==> config.mk <==
export PLATFORM = sky130hd
export DESIGN_NAME = serial_link_arbiter
export DESIGN_NICKNAME = d
export VERILOG_FILES = /design/src/rtl/sla_pkg.sv /design/src/rtl/sla_rr_pick.sv /design/src/rtl/serial_link_arbiter.sv
export SDC_FILE = /design/constraint.sdc
export NUM_CORES = 1
export LEC_CHECK = 0
export ABC_AREA = 1
export CORE_AREA = 5 5 70 97
export DETAILED_ROUTE_END_ITERATION = 8
export DIE_AREA = 0 0 75 102
export SLEW_MARGIN = 20
export SYNTH_ARGS = -nofsm -noshare
export SYNTH_HDL_FRONTEND = slang
export SYNTH_SLANG_ARGS = --single-unit
==> constraint.sdc <==
create_clock -name clk -period 1.3 [get_ports clk]
set_input_delay 0.26 -clock clk [delete_from_list [all_inputs] [get_ports clk]]
set_output_delay 0.26 -clock clk [all_outputs]
set_load 0.01 [all_outputs]
==> src/rtl/sla_pkg.sv <==
// Shared types and constants for the serial link arbiter: FSM state encoding,
// default frame geometry and index widths.
package sla_pkg;

    typedef enum logic [1:0] {
        ST_IDLE  = 2'd0,
        ST_SETUP = 2'd1,
        ST_XFER  = 2'd2,
        ST_GAP   = 2'd3
    } sla_state_t;

    localparam int FRAME_BITS_DEF = 21;
    localparam int GAP_CYCLES_DEF = 1;
    localparam int BIT_IDX_W      = 5;
    localparam int FRAME_IDX_W    = 4;
    localparam int GAP_CNT_W      = 3;
    localparam int REM_W          = 4;

    // A request for zero frames still gets one frame on the bus.
    function automatic logic [REM_W-1:0] sla_load_count(input logic [REM_W-1:0] n);
        return (n == '0) ? REM_W'(1) : n;
    endfunction

endpackage

==> src/rtl/sla_rr_pick.sv <==
// Two-way round-robin selector: a lone request wins outright, a tie goes to
// the requester that did not own the bus last.
module sla_rr_pick (
    input  logic [1:0] i_req,
    input  logic       i_last_owner,
    output logic       o_pick,
    output logic       o_valid
);

    always_comb begin
        o_pick = 1'b0;
        case (i_req)
            2'b10:   o_pick = 1'b1;
            2'b11:   o_pick = ~i_last_owner;
            default: o_pick = 1'b0;
        endcase
    end

    assign o_valid = |i_req;

endmodule

==> src/rtl/serial_link_arbiter.sv <==
// Owner arbitration and frame sequencing (SETUP, XFER bit slots, GAP) for the
// shared half-duplex serial link. Define SLA_INTERLEAVE_EN to let a waiting
// requester take the bus between frames, with the yielding burst resumed later.
module serial_link_arbiter
    import sla_pkg::*;
#(
    parameter int FRAME_BITS = FRAME_BITS_DEF,
    parameter int GAP_CYCLES = GAP_CYCLES_DEF
) (
    input  logic                   clk,
    input  logic                   rst,
    input  logic                   req_0,
    input  logic                   req_1,
    input  logic [REM_W-1:0]       nframes_0,
    input  logic [REM_W-1:0]       nframes_1,
    output logic                   gnt_0,
    output logic                   gnt_1,
    output logic                   sen_n,
    output logic [BIT_IDX_W-1:0]   bit_idx,
    output logic [FRAME_IDX_W-1:0] frame_idx,
    output logic                   frame_start,
    output logic                   done_0,
    output logic                   done_1,
    output logic                   abort,
    output logic                   busy
);

    localparam logic [BIT_IDX_W-1:0] LAST_BIT = BIT_IDX_W'(FRAME_BITS - 1);
    localparam logic [GAP_CNT_W-1:0] LAST_GAP = GAP_CNT_W'(GAP_CYCLES - 1);

    sla_state_t             r_state;
    logic                   r_owner;
    logic                   r_last_owner;
    logic [REM_W-1:0]       r_rem;
    logic [BIT_IDX_W-1:0]   r_bit;
    logic [GAP_CNT_W-1:0]   r_gap;
    logic [FRAME_IDX_W-1:0] r_fidx;
    logic                   r_drop;
    logic [1:0]             r_gnt;
    logic                   r_sen_n;
    logic                   r_fstart;
    logic [1:0]             r_done;
    logic                   r_abort;
    logic                   r_busy;

`ifdef SLA_INTERLEAVE_EN
    logic [REM_W-1:0]       r_save_rem  [2];
    logic [FRAME_IDX_W-1:0] r_save_fidx [2];
    logic [1:0]             r_save_vld;
    logic                   w_other_req;
`endif

    logic             w_pick;
    logic             w_pick_valid;
    logic [REM_W-1:0] w_pick_nframes;
    logic             w_owner_req;
    logic             w_drop_now;

    sla_rr_pick u_pick (
        .i_req        ({req_1, req_0}),
        .i_last_owner (r_last_owner),
        .o_pick       (w_pick),
        .o_valid      (w_pick_valid)
    );

    assign w_pick_nframes = w_pick ? nframes_1 : nframes_0;
    assign w_owner_req    = r_owner ? req_1 : req_0;
    // A request dropped at any point in the burst ends it after the current frame.
    assign w_drop_now     = r_drop | ~w_owner_req;
`ifdef SLA_INTERLEAVE_EN
    assign w_other_req    = r_owner ? req_0 : req_1;
`endif

    always_ff @(posedge clk or posedge rst) begin
        if (rst) begin
            r_state      <= ST_IDLE;
            r_owner      <= 1'b0;
            r_last_owner <= 1'b1;
            r_rem        <= '0;
            r_bit        <= '0;
            r_gap        <= '0;
            r_fidx       <= '0;
            r_drop       <= 1'b0;
            r_gnt        <= 2'b00;
            r_sen_n      <= 1'b1;
            r_fstart     <= 1'b0;
            r_done       <= 2'b00;
            r_abort      <= 1'b0;
            r_busy       <= 1'b0;
`ifdef SLA_INTERLEAVE_EN
            for (int i = 0; i < 2; i++) begin
                r_save_rem[i]  <= '0;
                r_save_fidx[i] <= '0;
            end
            r_save_vld   <= 2'b00;
`endif
        end else begin
            r_fstart <= 1'b0;
            r_done   <= 2'b00;
            r_abort  <= 1'b0;
            case (r_state)
                ST_IDLE: begin
                    if (w_pick_valid) begin
                        r_state <= ST_SETUP;
                        r_owner <= w_pick;
                        r_gnt   <= w_pick ? 2'b10 : 2'b01;
                        r_busy  <= 1'b1;
                        r_drop  <= 1'b0;
`ifdef SLA_INTERLEAVE_EN
                        if (r_save_vld[w_pick]) begin
                            r_rem              <= r_save_rem[w_pick];
                            r_fidx             <= r_save_fidx[w_pick];
                            r_save_vld[w_pick] <= 1'b0;
                        end else begin
                            r_rem  <= sla_load_count(w_pick_nframes);
                            r_fidx <= '0;
                        end
`else
                        r_rem  <= sla_load_count(w_pick_nframes);
                        r_fidx <= '0;
`endif
                    end
                end
                ST_SETUP: begin
                    r_state  <= ST_XFER;
                    r_sen_n  <= 1'b0;
                    r_bit    <= '0;
                    r_fstart <= 1'b1;
                    if (!w_owner_req) r_drop <= 1'b1;
                end
                ST_XFER: begin
                    if (!w_owner_req) r_drop <= 1'b1;
                    if (r_bit == LAST_BIT) begin
                        r_state <= ST_GAP;
                        r_sen_n <= 1'b1;
                        r_bit   <= '0;
                        r_gap   <= '0;
                        r_rem   <= r_rem - REM_W'(1);
                    end else begin
                        r_bit <= r_bit + BIT_IDX_W'(1);
                    end
                end
                ST_GAP: begin
                    if (r_gap != LAST_GAP) begin
                        r_gap <= r_gap + GAP_CNT_W'(1);
                        if (!w_owner_req) r_drop <= 1'b1;
                    end else if (r_rem != '0 && !w_drop_now) begin
`ifdef SLA_INTERLEAVE_EN
                        if (w_other_req) begin
                            // Yield without done; the burst resumes on the next grant.
                            r_state              <= ST_IDLE;
                            r_gnt                <= 2'b00;
                            r_busy               <= 1'b0;
                            r_last_owner         <= r_owner;
                            r_save_rem[r_owner]  <= r_rem;
                            r_save_fidx[r_owner] <= r_fidx + FRAME_IDX_W'(1);
                            r_save_vld[r_owner]  <= 1'b1;
                            r_rem                <= '0;
                            r_fidx               <= '0;
                        end else begin
                            r_state  <= ST_XFER;
                            r_sen_n  <= 1'b0;
                            r_fstart <= 1'b1;
                            r_fidx   <= r_fidx + FRAME_IDX_W'(1);
                        end
`else
                        r_state  <= ST_XFER;
                        r_sen_n  <= 1'b0;
                        r_fstart <= 1'b1;
                        r_fidx   <= r_fidx + FRAME_IDX_W'(1);
`endif
                    end else begin
                        r_state         <= ST_IDLE;
                        r_gnt           <= 2'b00;
                        r_busy          <= 1'b0;
                        r_done[r_owner] <= 1'b1;
                        r_abort         <= (r_rem != '0);
                        r_rem           <= '0;
                        r_fidx          <= '0;
                        r_last_owner    <= r_owner;
                    end
                end
                default: r_state <= ST_IDLE;
            endcase
        end
    end

    assign gnt_0       = r_gnt[0];
    assign gnt_1       = r_gnt[1];
    assign sen_n       = r_sen_n;
    assign bit_idx     = r_bit;
    assign frame_idx   = r_fidx;
    assign frame_start = r_fstart;
    assign done_0      = r_done[0];
    assign done_1      = r_done[1];
    assign abort       = r_abort;
    assign busy        = r_busy;

endmodule

[Yosys cells after proc, flatten, opt, wreduce, memory -nomap -nowiden]
Index checks and enable logic that the tools add are counted.
Widths: inputs -> output; s select.
Storage, ports and cells
  flip-flop bits (word level): 29
  bits of input ports: 12
  logic and storage cells: 111
Operators by class
  reductions and logical operators: 23
  order comparisons: 2
  $add $sub $neg: 4
  multiplexer cells: 51
  bitwise operators: 5
  equal/unequal tests: 12
Operators with widths (number)
  $mux 4: 9
  $mux 2: 11
  $mux 1: 16
  $pmux 4 s3: 1
  $reduce_and 3->1: 4
  $ne 2x2->1 const B: 5
  $pmux 5 s2: 1
  $reduce_bool 3->1: 3
  $eq 2x2->1 const B: 4
  $pmux 2 s4: 1
  $pmux 4 s2: 1
  $reduce_and 4->1: 2
  $mux 3: 2
  $pmux 1 s2: 3
  $pmux 1 s3: 2
  $pmux 3 s2: 1
  $reduce_bool 2->1: 3
  $add 5x1->5 const B: 1
  $eq 5x5->1 const B: 1
  $mux 5: 1
  $reduce_and 5->1: 1
  $add 4x1->4 const B: 1
  $logic_not 4->1: 1
  $not 1->1: 4
  15 further kinds: 18

[Longest topological paths before layout]
Gate-level depths: netlist (run 1).
  word-level depth: 8
  mapped depth: 10

[Cells and area by module]
Synthesis (run 1) repeated with hierarchy kept, for this count alone.
Unflattened totals
  cells, all modules: 219
  area, all modules: 1739.2 um2
By module, submodules not included
  serial_link_arbiter: cells each 216, area each 1724.2 um2, times used 1, sequential area each 728.2 um2
  sla_rr_pick: cells each 3, area each 15.0 um2, times used 1, sequential area each 0.0 um2

[Worst setup path before layout (run 1)]
No wires, ideal clock.
  path type: register to register
  start: register r_state[0]
  end: register r_rem[0]
  path buffers: 1
  clock period less this slack: 1.420 ns
  setup slack: -0.120 ns
  data required time: 1.179 ns
  setup time: 0.121 ns
  cell stages (with the launch flop): 9
  data arrival time: 1.299 ns
  path through: dfrtp_1 -> ha_1 -> buf_4 -> nand2_2 -> nand2_4 -> nor2_2 -> nand3_1 -> nor2_1 -> a21oi_2
On the way
  longest elaborated chain between the ends: 3
  elaborated cells on any way between the ends: 10
  those cells by class: eq/ne: 6; mux: 1; reduce/logical: 3
Ends and longest elaborated chain
  start: declaration: RTL line serial_link_arbiter.sv:31  | sla_state_t r_state;
  start signal: assignment: RTL line serial_link_arbiter.sv:76  | r_state <= ST_IDLE;
  start signal: assignment: RTL line serial_link_arbiter.sv:104  | r_state <= ST_SETUP;
  start signal: assignment: RTL line serial_link_arbiter.sv:125  | r_state <= ST_XFER;
  $eq 2x2->1 / $logic_not 2->1 (equally long branches): RTL line serial_link_arbiter.sv:101  | case (r_state)
  $ne 2x2->1 (no line), or another cell as far along
  $reduce_and 5->1 (no line)
  end signal: assignment: RTL line serial_link_arbiter.sv:119  | r_rem <= sla_load_count(w_pick_nframes);
  end signal: assignment: RTL line serial_link_arbiter.sv:138  | r_rem <= r_rem - REM_W'(1);
  end: declaration: RTL line serial_link_arbiter.sv:34  | logic [REM_W-1:0] r_rem;
Several ways; a longest one is shown, not always the timed one.
A chain may end at the register's enable or synchronous reset.

[Worst setup path in the final report (run 1)]
  start: register r_state[0]
  end: register r_gnt[1]
On the way
  longest elaborated chain between the ends: 3
  elaborated cells on any way between the ends: 8
  those cells by class: eq/ne: 4; mux: 1; reduce/logical: 3
Ends and longest elaborated chain
  $eq 2x2->1 / $logic_not 2->1 (equally long branches): RTL line serial_link_arbiter.sv:101
  $ne 2x2->1 (no line), or another cell as far along
  $reduce_and 4->1 (no line)
  end signal: assignment: RTL line serial_link_arbiter.sv:106  | r_gnt <= w_pick ? 2'b10 : 2'b01;
  end: declaration: RTL line serial_link_arbiter.sv:39  | logic [1:0] r_gnt;
Several ways; a longest one is shown, not always the timed one.

==> flow_summary.json, run 1 <==
{
  "status": "finished, violations left",
  "violations": "negative setup slack",
  "final_common_cell": "buf_4",
  "setup_viol": 19,
  "synth_area_um2": 1680,
  "final_cell_mix": "buf_4 (36), nand2_1 (32), dfrtp_1 (25)",
  "grt_pass1_wl_mm": 7.32,
  "drive_gt1_frac": 0.435,
  "ctsHoldBuffers": 0,
  "start_util": 0.289,
  "drtPass1Iterations": 4,
  "cts_sinks": 29,
  "cts_tree": "built",
  "grt_max_degree": 30,
  "critPathArrivalTime_ns": 1.61,
  "die_h_um": 102,
  "power_density_nw_per_um2": 2210,
  "cp-start-kind": "flop",
  "swShare": 0.425,
  "cts_buffer_depth": 2,
  "routed_wl_mm": 4.33,
  "criticalPathCategory": "reg -> reg",
  "num_io_pins": 29,
  "synth.distinct_cells": 33,
  "root_buffer": "clkbuf_8",
  "syn-num-nets": 226,
  "hold_violations": 0,
  "clkPwrFrac": 0.119,
  "place.port_buffers": 28,
  "nFillCells": 547,
  "numCtsBuffers": 5,
  "intPower_mw": 3.46,
  "vias_per_cell": 4.52,
  "grt_pass1_vias": 1704,
  "numPlacedInstances": 339,
  "synth-edff-count": 0,
  "async_reset_ff_frac": 1.00,
  "avgRoutedWirePerCell_um": 12.3,
  "dp_hpwl_mm": 3.13,
  "ys_warn_count": 0,
  "p_comb_frac": 0.644,
  "power_mw": 6.02,
  "clkTransAtPathRegs_ns": 0.07,
  "p_sw_mw": 2.55,
  "period_share": 1.12,
  "cp-end-kind": "flop",
  "pwr-share-seq": 0.237,
  "antenna_left": 0,
  "rsz0062_at_grt": "true",
  "p_leak_nw": 1.33,
  "syn_inst": 203,
  "dr.first_iter.drc_count": 75,
  "tightest_slew_ns": 0.235,
  "drc_errors": 0,
  "grt_usage": 0.126,
  "drv_slew": 0,
  "final_cells": 353,
  "fp.dieW_um": 75,
  "max_slew_margin": 0.843,
  "postSynthAreaPerCell_um2": 8.29,
  "fp-row-count": 33,
  "clk_latency_ns": 0.28,
  "finalCriticalPeriod_ns": 1.45,
  "finalNetCount": 305,
  "ir_worst_vdd_uv": 956,
  "dr_total_vias": 1597,
  "synthFlopType": "dfrtp_1",
  "drv_cap": 0,
  "antenna_cells": 0,
  "overflow": 0,
  "h-tree-depth": 2,
  "finClkSkew_ns": 0.00721,
  "ys_seq_area_frac": 0.433,
  "layout_setup_ws_ns": -0.151,
  "area_growth_pct": 62.1,
  "core_um2": 5820,
  "critPathRequiredTime_ns": 1.46,
  "hp-class": "in -> async",
  "dieArea_um2": 7650,
  "synth_seq_cells": 29,
  "antenna_found_initial": 0,
  "dpl_worst_slack_ns": -0.457,
  "gp_congestion": 0.775,
  "fmax_mhz": 689,
  "path_max_fanout": 7
}
kinds of logic (layout without fill, tap and decap cells):
group,count (synthesis),after routing,synth area share
AND/OR/NAND/NOR,97,97,0.288
AO/OA/AOI/OAI,29,29,0.100
adder cells (fa/ha/maj),11,11,0.0818
flip-flops,29,29,0.433
buffers and inverters,33,113,0.0766
XOR/XNOR,4,4,0.0208
per-stage QoR:
step	util	setup TNS, ns	area [um2]	hold WS (ns)
after detailed placement	0.409	-6.09	2380	0.458
after global routing	0.469	-3.39	2730	0.327
after CTS	0.458	-1.34	2670	0.314
after global placement	0.409	-5.81	2380	0.459
final	0.469	-1.80	2730	0.310
after floorplan	-	-0.386	1720	0.337
state kept, by name (all words and copies together) (netlist names):
signal        count
r_gap             3
r_gnt             2
r_drop            1
bit_idx           5
abort             1
r_done            2
sen_n             1
frame_idx         4
r_state           2
r_owner           1
busy              1
r_last_owner      1
frame_start       1
r_rem             4
Yosys cell counts, types with 2 or more instances:
library cell	instances	area, um2
nand4_1	2	12.5
o21ai_1	8	40.0
nand2_1	38	143
nor3_1	4	20.0
o22ai_1	2	12.5
nand3_1	14	70.1
o21ai_0	12	60.1
nor2_2	3	18.8
nand3b_1	4	30.0
nand2_2	5	31.3
nor2_1	20	75.1
xor2_1	3	26.3
dfstp_2	2	52.6
dfrtp_1	27	676
ha_1	11	138
a21oi_1	3	15.0
inv_2	4	15.0
inv_1	26	97.6
worst max-delay path, cell delays in order, from the launching register on:
cell and delay (ns):
dfrtp_1 0.43, inv_2 0.10, ha_4 0.19, nand2_4 0.09, nand2_8 0.07, a21oi_4 0.21
nand2_2 0.11, nand2_1 0.07, o21ai_1 0.06
power groups by stage:
| stage | Sequential, mW | Combinational, mW | Clock (mW) |
|---|---|---|---|
| 6_report | 1.42 | 3.88 | 0.716 |
| 5_1_grt | 1.46 | 4.29 | 0.779 |
| 2_1_floorplan | 1.46 | 1.69 | 0 |
| 3_3_place_gp | 1.40 | 3.13 | 0 |
| 3_5_place_dp | 1.40 | 3.15 | 0 |
| 4_1_cts | 1.43 | 3.69 | 0.740 |
path summary, 6_finish.rpt:
kind                             from   endpoint  slack, ns  cells past startpoint
setup / recovery           r_state[0]   r_gnt[1]      -0.15                      8
hold / removal                    rst  r_done[1]       0.31                      3
setup reg to reg           r_state[0]   r_gnt[1]      -0.15                      8
hold reg to reg               r_owner  r_done[0]       0.46                      1
max in group asynchronous         rst      sen_n       0.75                      3
min in group clk                req_1   r_gnt[1]       0.41                      3
repair_timing:
action	in CTS	in global routing
pin swaps	16	11
endpoints found under the setup margin	43	29
resized for setup	84	20
gates cloned	0	0
endpoints found under the hold margin	0	0
buffers inserted	5	2
metal layers:
metal  wire [um]  GRT usage
met2        2280      0.231
met1        1720      0.130
met4          76     0.0493
met5           0          0
met3         250     0.0374
cell type report:
cell class	instances	area, um2	area share
repair buffers	73	637	0.233
flip-flops and latches	29	731	0.268
multi-input cells	141	1050	0.386
clock inverters	2	10.0	0.00367
inverters	32	136	0.0500
clock buffers	6	72.6	0.0266
well taps	70	87.6	0.0321
(Power assumes the default switching activity.)
==> inputs of run 2 (changes only) <==
--- a/config.mk
+++ b/config.mk
@@ -6,10 +6,12 @@
 export NUM_CORES = 1
 export LEC_CHECK = 0
 export ABC_AREA = 1
-export CORE_AREA = 5 5 70 97
+export CORE_AREA = 5 5 71 99
 export DETAILED_ROUTE_END_ITERATION = 8
-export DIE_AREA = 0 0 75 102
+export DIE_AREA = 0 0 76 104
+export GPL_ROUTABILITY_DRIVEN = 0
 export SLEW_MARGIN = 20
 export SYNTH_ARGS = -nofsm -noshare
 export SYNTH_HDL_FRONTEND = slang
+export SYNTH_HIERARCHICAL = 1
 export SYNTH_SLANG_ARGS = --single-unit
==> run 2 against run 1 <==
The run still ends with negative setup slack left. Worst hold slack gained 0.0045 ns. Flip-flop and latch count is the same. Global-route usage shrank 1.8 points. Via count grew 1.2%. Cell count grew 2.5%. Non-clock buffer count shrank 7. Die area grew 3.3%. Critical endpoint unchanged. Largest cell class unchanged. Routed wire length shrank 5.2%. Clock skew shrank 0.0034 ns.
==> flow_summary.json, run 2 <==
{
  "criticalPathCategory": "reg -> reg",
  "place_area_um2": 2390,
  "hp-class": "in -> async",
  "synth.most_common_cell": "nand2_1",
  "ys_warn_count": 6,
  "finalNetCount": 313,
  "ctsHoldBuffers": 0,
  "finalCriticalPeriod_ns": 1.40,
  "status": "finished, violations left",
  "antenna_cells": 0,
  "cts_tree": "built",
  "grt_pass1_vias": 1622,
  "hold_ws_ns": 0.315,
  "overflow": 0,
  "setup_viol": 14,
  "synth_top_area_share": 0.388,
  "drive_gt1_frac": 0.376,
  "ys_top_cells_by_count": "nand2_1 (58), inv_1 (29), dfrtp_1 (27)",
  "synth_seq_cells": 29,
  "synth_area_um2": 1740,
  "grt_pass1_wl_mm": 6.90,
  "hold_violations": 0,
  "postSynthAreaPerCell_um2": 7.94,
  "num_io_pins": 29,
  "critPathArrivalTime_ns": 1.57,
  "nFillCells": 598,
  "die_h_um": 104,
  "cp-start-kind": "flop",
  "dpl_worst_slack_ns": -0.411,
  "synth.distinct_cells": 30,
  "drc_errors": 0,
  "grt_max_degree": 30,
  "finClkSkew_ns": 0.00382,
  "numCtsBuffers": 5,
  "antenna_left": 0,
  "start_util": 0.286,
  "h-tree-depth": 2,
  "dieArea_um2": 7900,
  "synthTopCellsByArea": "dfrtp_1 (39%), nand2_1 (13%), ha_1 (7.9%)",
  "final_common_cell": "nand2_1",
  "root_buffer": "clkbuf_8",
  "vias_per_cell": 4.46,
  "reg2reg_to": "r_gnt[1]",
  "path_max_fanout": 5,
  "dr.first_iter.drc_count": 55,
  "final_area_um2": 2660,
  "core_um2": 6080,
  "fmax_mhz": 717,
  "ys_seq_area_frac": 0.419,
  "cts_buffer_depth": 2,
  "synthFlopType": "dfrtp_1",
  "dp_hpwl_mm": 3.19,
  "final_cell_mix": "nand2_1 (54), buf_4 (36), dfrtp_1 (24)",
  "violations": "negative setup slack",
  "fp.dieW_um": 76,
  "grt_usage": 0.108,
  "rsz0062_at_grt": "true",
  "drv_slew": 0,
  "period_share": 1.07,
  "cp-end-kind": "flop",
  "power_density_nw_per_um2": 1970,
  "clk_latency_ns": 0.28,
  "synth_top_area_cell": "dfrtp_1",
  "cts_sinks": 29,
  "max_slew_margin": 0.833,
  "antenna_found_initial": 0,
  "fp-row-count": 34,
  "p_leak_nw": 1.37,
  "largest_register_ffs": 5,
  "reg2reg_depth": 10,
  "syn-num-nets": 242,
  "area_growth_pct": 53.0,
  "routed_wl_mm": 4.10,
  "drv_cap": 0,
  "critPathRequiredTime_ns": 1.47,
  "clkTransAtPathRegs_ns": 0.06,
  "power_mw": 5.23,
  "async_reset_ff_frac": 1.00,
  "place.port_buffers": 28,
  "r2r-start": "r_state[1]",
  "reg2reg_slack_ns": -0.1,
  "syn_inst": 219,
  "avgRoutedWirePerCell_um": 11.3,
  "drtPass1Iterations": 4,
  "layout_setup_ws_ns": -0.0955,
  "synth-edff-count": 0,
  "ir_worst_vdd_uv": 637,
  "dr_total_vias": 1616,
  "tightest_slew_ns": 0.250
}
## run 2: cell count changes after synthesis, moves of 2 or more
cell / change
o21ai_0: -4
nand3_2: +2
o21ai_1: -6
nand3_1: +4
nor2_1: -3
nand4_1: +2
nand2_1: +20
inv_1: +3
nor3_1: -4
nand3b_1: -4
inv_2: +4
## run 2: worst max-delay path, cell delays in order, from the launching register on
cell and delay, ns:
dfrtp_2 0.43, inv_2 0.07, ha_4 0.18, inv_4 0.06, nor2_2 0.03, inv_2 0.06, nand2_4 0.06, a21oi_4 0.17
nand2_2 0.10, nand2_1 0.07, o21ai_1 0.05
## run 2: logic make-up (layout without fill, tap and decap cells)
family                     count (synthesis)  count (layout)  synth area share
xor gates and xnor gates                   6               6            0.0302
muxes                                      1               1           0.00576
and+or+nand+nor                          114             114             0.310
buffers and inverters                     39             110            0.0906
adders and majority gates                 11              11            0.0791
DFF                                       29              29             0.419
AOI/OAI and AO/OA                         19              19            0.0655
## run 2: worst max path at each step
| stage | endpoint | cells after the start | from |
|---|---|---|---|
| after CTS | r_gnt[0] | 10 | r_state[1] |
| final | r_gnt[1] | 10 | r_state[1] |
| after detailed placement | r_rem[0] | 12 | req_1 |
| after global placement | r_rem[0] | 12 | req_1 |
| after global routing | r_rem[2] | 9 | r_state[1] |
| after floorplan | r_rem[2] | 9 | bit_idx[0] |
## run 2: final cells by class
| type | instances | area [um2] | share of cell area |
|---|---|---|---|
| inverters | 37 | 154 | 0.0578 |
| multi-input cells | 151 | 1040 | 0.392 |
| clock buffers | 7 | 86.3 | 0.0324 |
| well taps | 72 | 90.1 | 0.0339 |
| flip-flops and latches | 29 | 732 | 0.275 |
| repair buffers | 66 | 557 | 0.209 |
## run 2: metrics by stage
step	TNS (ns)	utilization	std cells
2_1_floorplan	-0.135	-	219
3_3_place_gp	-5.83	0.393	347
3_5_place_dp	-6.04	0.393	347
4_1_cts	-0.976	0.426	359
5_1_grt	-2.06	0.437	362
6_report	-0.877	0.437	362
## run 2: per-layer routing
metal | vias up | share of wire | global-route usage
li1 | 830 | - | -
met1 | 758 | 0.38 | 0.102
met2 | 20 | 0.57 | 0.210
met3 | 8 | 0.028 | 0.0225
met5 | - | 0 | 0
met4 | 0 | 0.025 | 0.0573
## run 2: repair_timing
action | 4_1_cts | 5_1_grt
endpoints found under the setup margin | 41 | 23
setup buffers | 5 | 3
cloned | 0 | 0
resized for setup | 54 | 17
pin swaps | 15 | 10
## run 2: power by group
| group | leakage [nW] | total [mW] | internal [mW] | switching, mW |
|---|---|---|---|---|
| Combinational | 0.956 | 3.10 | 1.40 | 1.70 |
| Sequential | 0.372 | 1.39 | 1.20 | 0.188 |
| Clock | 0.0443 | 0.745 | 0.419 | 0.327 |
==> inputs of run 3 (changes only) <==
--- a/config.mk
+++ b/config.mk
@@ -6,10 +6,13 @@
 export NUM_CORES = 1
 export LEC_CHECK = 0
 export ABC_AREA = 1
+export CAP_MARGIN = 5
 export CORE_AREA = 5 5 71 99
+export CTS_BUF_LIST = sky130_fd_sc_hd__clkbuf_16
 export DETAILED_ROUTE_END_ITERATION = 8
 export DIE_AREA = 0 0 76 104
 export GPL_ROUTABILITY_DRIVEN = 0
+export GPL_TIMING_DRIVEN = 0
 export SLEW_MARGIN = 20
 export SYNTH_ARGS = -nofsm -noshare
 export SYNTH_HDL_FRONTEND = slang
==> run 3 against run 2 <==
The flow still finishes with violations (negative setup slack). Routed wire length is 4.0% higher. Via count is 0.68% lower. Clock power is 44% higher. Sequential power hardly changed. Count of clock-buffer cells in the layout is 2 lower. Design area is 3.1% higher. Non-clock buffer count is 7 lower. Flip-flop and latch count stayed put. Global-route usage is 0.27 points higher. Clock skew is 0.00065 ns higher. Setup slack worse by 0.060 ns.
==> flow_summary.json, run 3 (synthesis gave the netlist of run 2 again) <==
{
  "fmax_mhz": 687,
  "grt_max_degree": 30,
  "dp_hpwl_mm": 3.03,
  "finalNetCount": 306,
  "critPathMaxStageDelay_ns": 0.44,
  "final_area_um2": 2740,
  "num_io_pins": 29,
  "hold_ws_ns": 0.415,
  "vias_per_cell": 4.51,
  "nFillCells": 608,
  "final_common_cell": "nand2_1",
  "path_cells": "inv_2 > ha_4 > clkinv_4 > buf_12 > a21oi_4 > nand2_2 > nand2_1 > nand2_1",
  "antenna_found_initial": 0,
  "final_cell_mix": "nand2_1 (47), buf_4 (27), dfrtp_1 (24)",
  "grt_pass1_vias": 1638,
  "criticalPathCategory": "reg -> reg",
  "drtPass1Iterations": 4,
  "antenna_left": 0,
  "grt_pass1_wl_mm": 7.12,
  "status": "finished, violations left",
  "dieArea_um2": 7900,
  "cp-start-kind": "flop",
  "root_buffer": "clkbuf_16",
  "dr_total_vias": 1605,
  "core_um2": 6080,
  "cp-end-kind": "flop",
  "drive_gt1_frac": 0.408,
  "ir_worst_vdd_uv": 838,
  "numCtsBuffers": 5,
  "routed_wl_mm": 4.27,
  "start_util": 0.286,
  "area_growth_pct": 57.8,
  "drc_errors": 0,
  "ff_latch_area_um2": 732,
  "hold_violations": 0,
  "cpMaxStageDelayCell": "dfrtp_2",
  "setup_viol": 20,
  "p_leak_nw": 1.38,
  "cts_sinks": 29,
  "avgRoutedWirePerCell_um": 12.0,
  "finalSetupTns_ns": -1.92,
  "finalCriticalPeriod_ns": 1.46,
  "place.port_buffers": 28,
  "power_density_nw_per_um2": 2140,
  "violations": "negative setup slack",
  "clkTransAtPathRegs_ns": 0.05,
  "overflow": 0,
  "max_slew_margin": 0.579,
  "drv_slew": 0,
  "worst_path_most_repeated_cell": "nand2_1",
  "drv_cap": 0,
  "antenna_cells": 0,
  "fp.dieW_um": 76,
  "rsz0062_at_grt": "true",
  "clk_latency_ns": 0.27,
  "period_share": 1.12,
  "cts_buffer_depth": 2,
  "finClkSkew_ns": 0.00447,
  "final_cells": 356,
  "critPathRequiredTime_ns": 1.46,
  "largest_register_ffs": 5,
  "dpl_worst_slack_ns": -0.529,
  "multi_input_area_um2": 1120,
  "cts_tree": "built",
  "layout_setup_ws_ns": -0.156,
  "h-tree-depth": 2,
  "path_max_fanout": 6,
  "hp-class": "in -> async",
  "place_area_um2": 2160,
  "dr.first_iter.drc_count": 33,
  "fp-row-count": 34,
  "tightest_slew_ns": 0.630,
  "grt_usage": 0.111,
  "die_h_um": 104,
  "numPlacedInstances": 319,
  "critPathArrivalTime_ns": 1.62
}
## run 3: cell count changes in the layout (fill, tap and decap cells not counted), moves of 2 or more
cell       delta
buf_2         -3
buf_4         -9
buf_6         +5
clkbuf_16     +5
clkbuf_8      -6
inv_1         +2
inv_4         -3
nand2_1       -7
nand2_2       +7
nand3_1       -4
nand3_2       +4
o21ai_2       +2
## run 3: routing by layer
| metal | up-vias | wire (um) | global-route usage |
|---|---|---|---|
| li1 | 817 | - | - |
| met1 | 766 | 1660 | 0.110 |
| met2 | 16 | 2410 | 0.211 |
| met3 | 6 | 105 | 0.0243 |
| met4 | 0 | 93 | 0.0534 |
| met5 | - | 0 | 0 |
## run 3: timing repair
action / in CTS / in global routing
setup endpoints to repair: 69 / 30
buffers inserted: 23 / 9
resized for setup: 56 / 36
pin swaps: 21 / 19
hold buffers: 0 / 0
## run 3: worst paths after layout
kind                            start    endpoint  slack, ns  cells past startpoint
max in group asynchronous         rst  bit_idx[2]       0.50                      2
min in group clk                sen_n       sen_n       0.46                      2
hold / removal                    rst    r_gnt[1]       0.41                      2
setup / recovery           r_state[1]        busy      -0.16                      8
setup reg to reg           r_state[1]        busy      -0.16                      8
hold reg to reg                 sen_n       sen_n       0.46                      2
## run 3: power by group
part           internal (mW)  switching [mW]  leakage [nW]  total (mW)
Sequential              1.20           0.182         0.371        1.38
Combinational           1.56            1.87         0.938        3.43
Clock                  0.686           0.386        0.0738        1.07
Total                   3.45            2.43          1.38        5.88
## run 3: layout make-up
class                   count  area share
clock buffers               5      0.0456
clock inverters             3     0.00410
inverters                  37      0.0565
multi-input cells         151       0.407
flip-flops and latches     29       0.267
well taps                  72      0.0328
repair buffers             59       0.187
## run 3: worst max-delay path: cells and delay by family, from the launching register on
kind            cells  cell delay, ns
fa+ha+maj           1            0.16
simple gates        3            0.23
flops               1            0.44
buf+inv             3            0.28
compound gates      1            0.22
## run 3: metrics by stage
step	power, mW	utilization
after detailed placement	3.81	0.356
final	5.88	0.451
after global placement	3.76	0.356
after CTS	5.47	0.422
after global routing	6.33	0.451
after floorplan	3.11	-
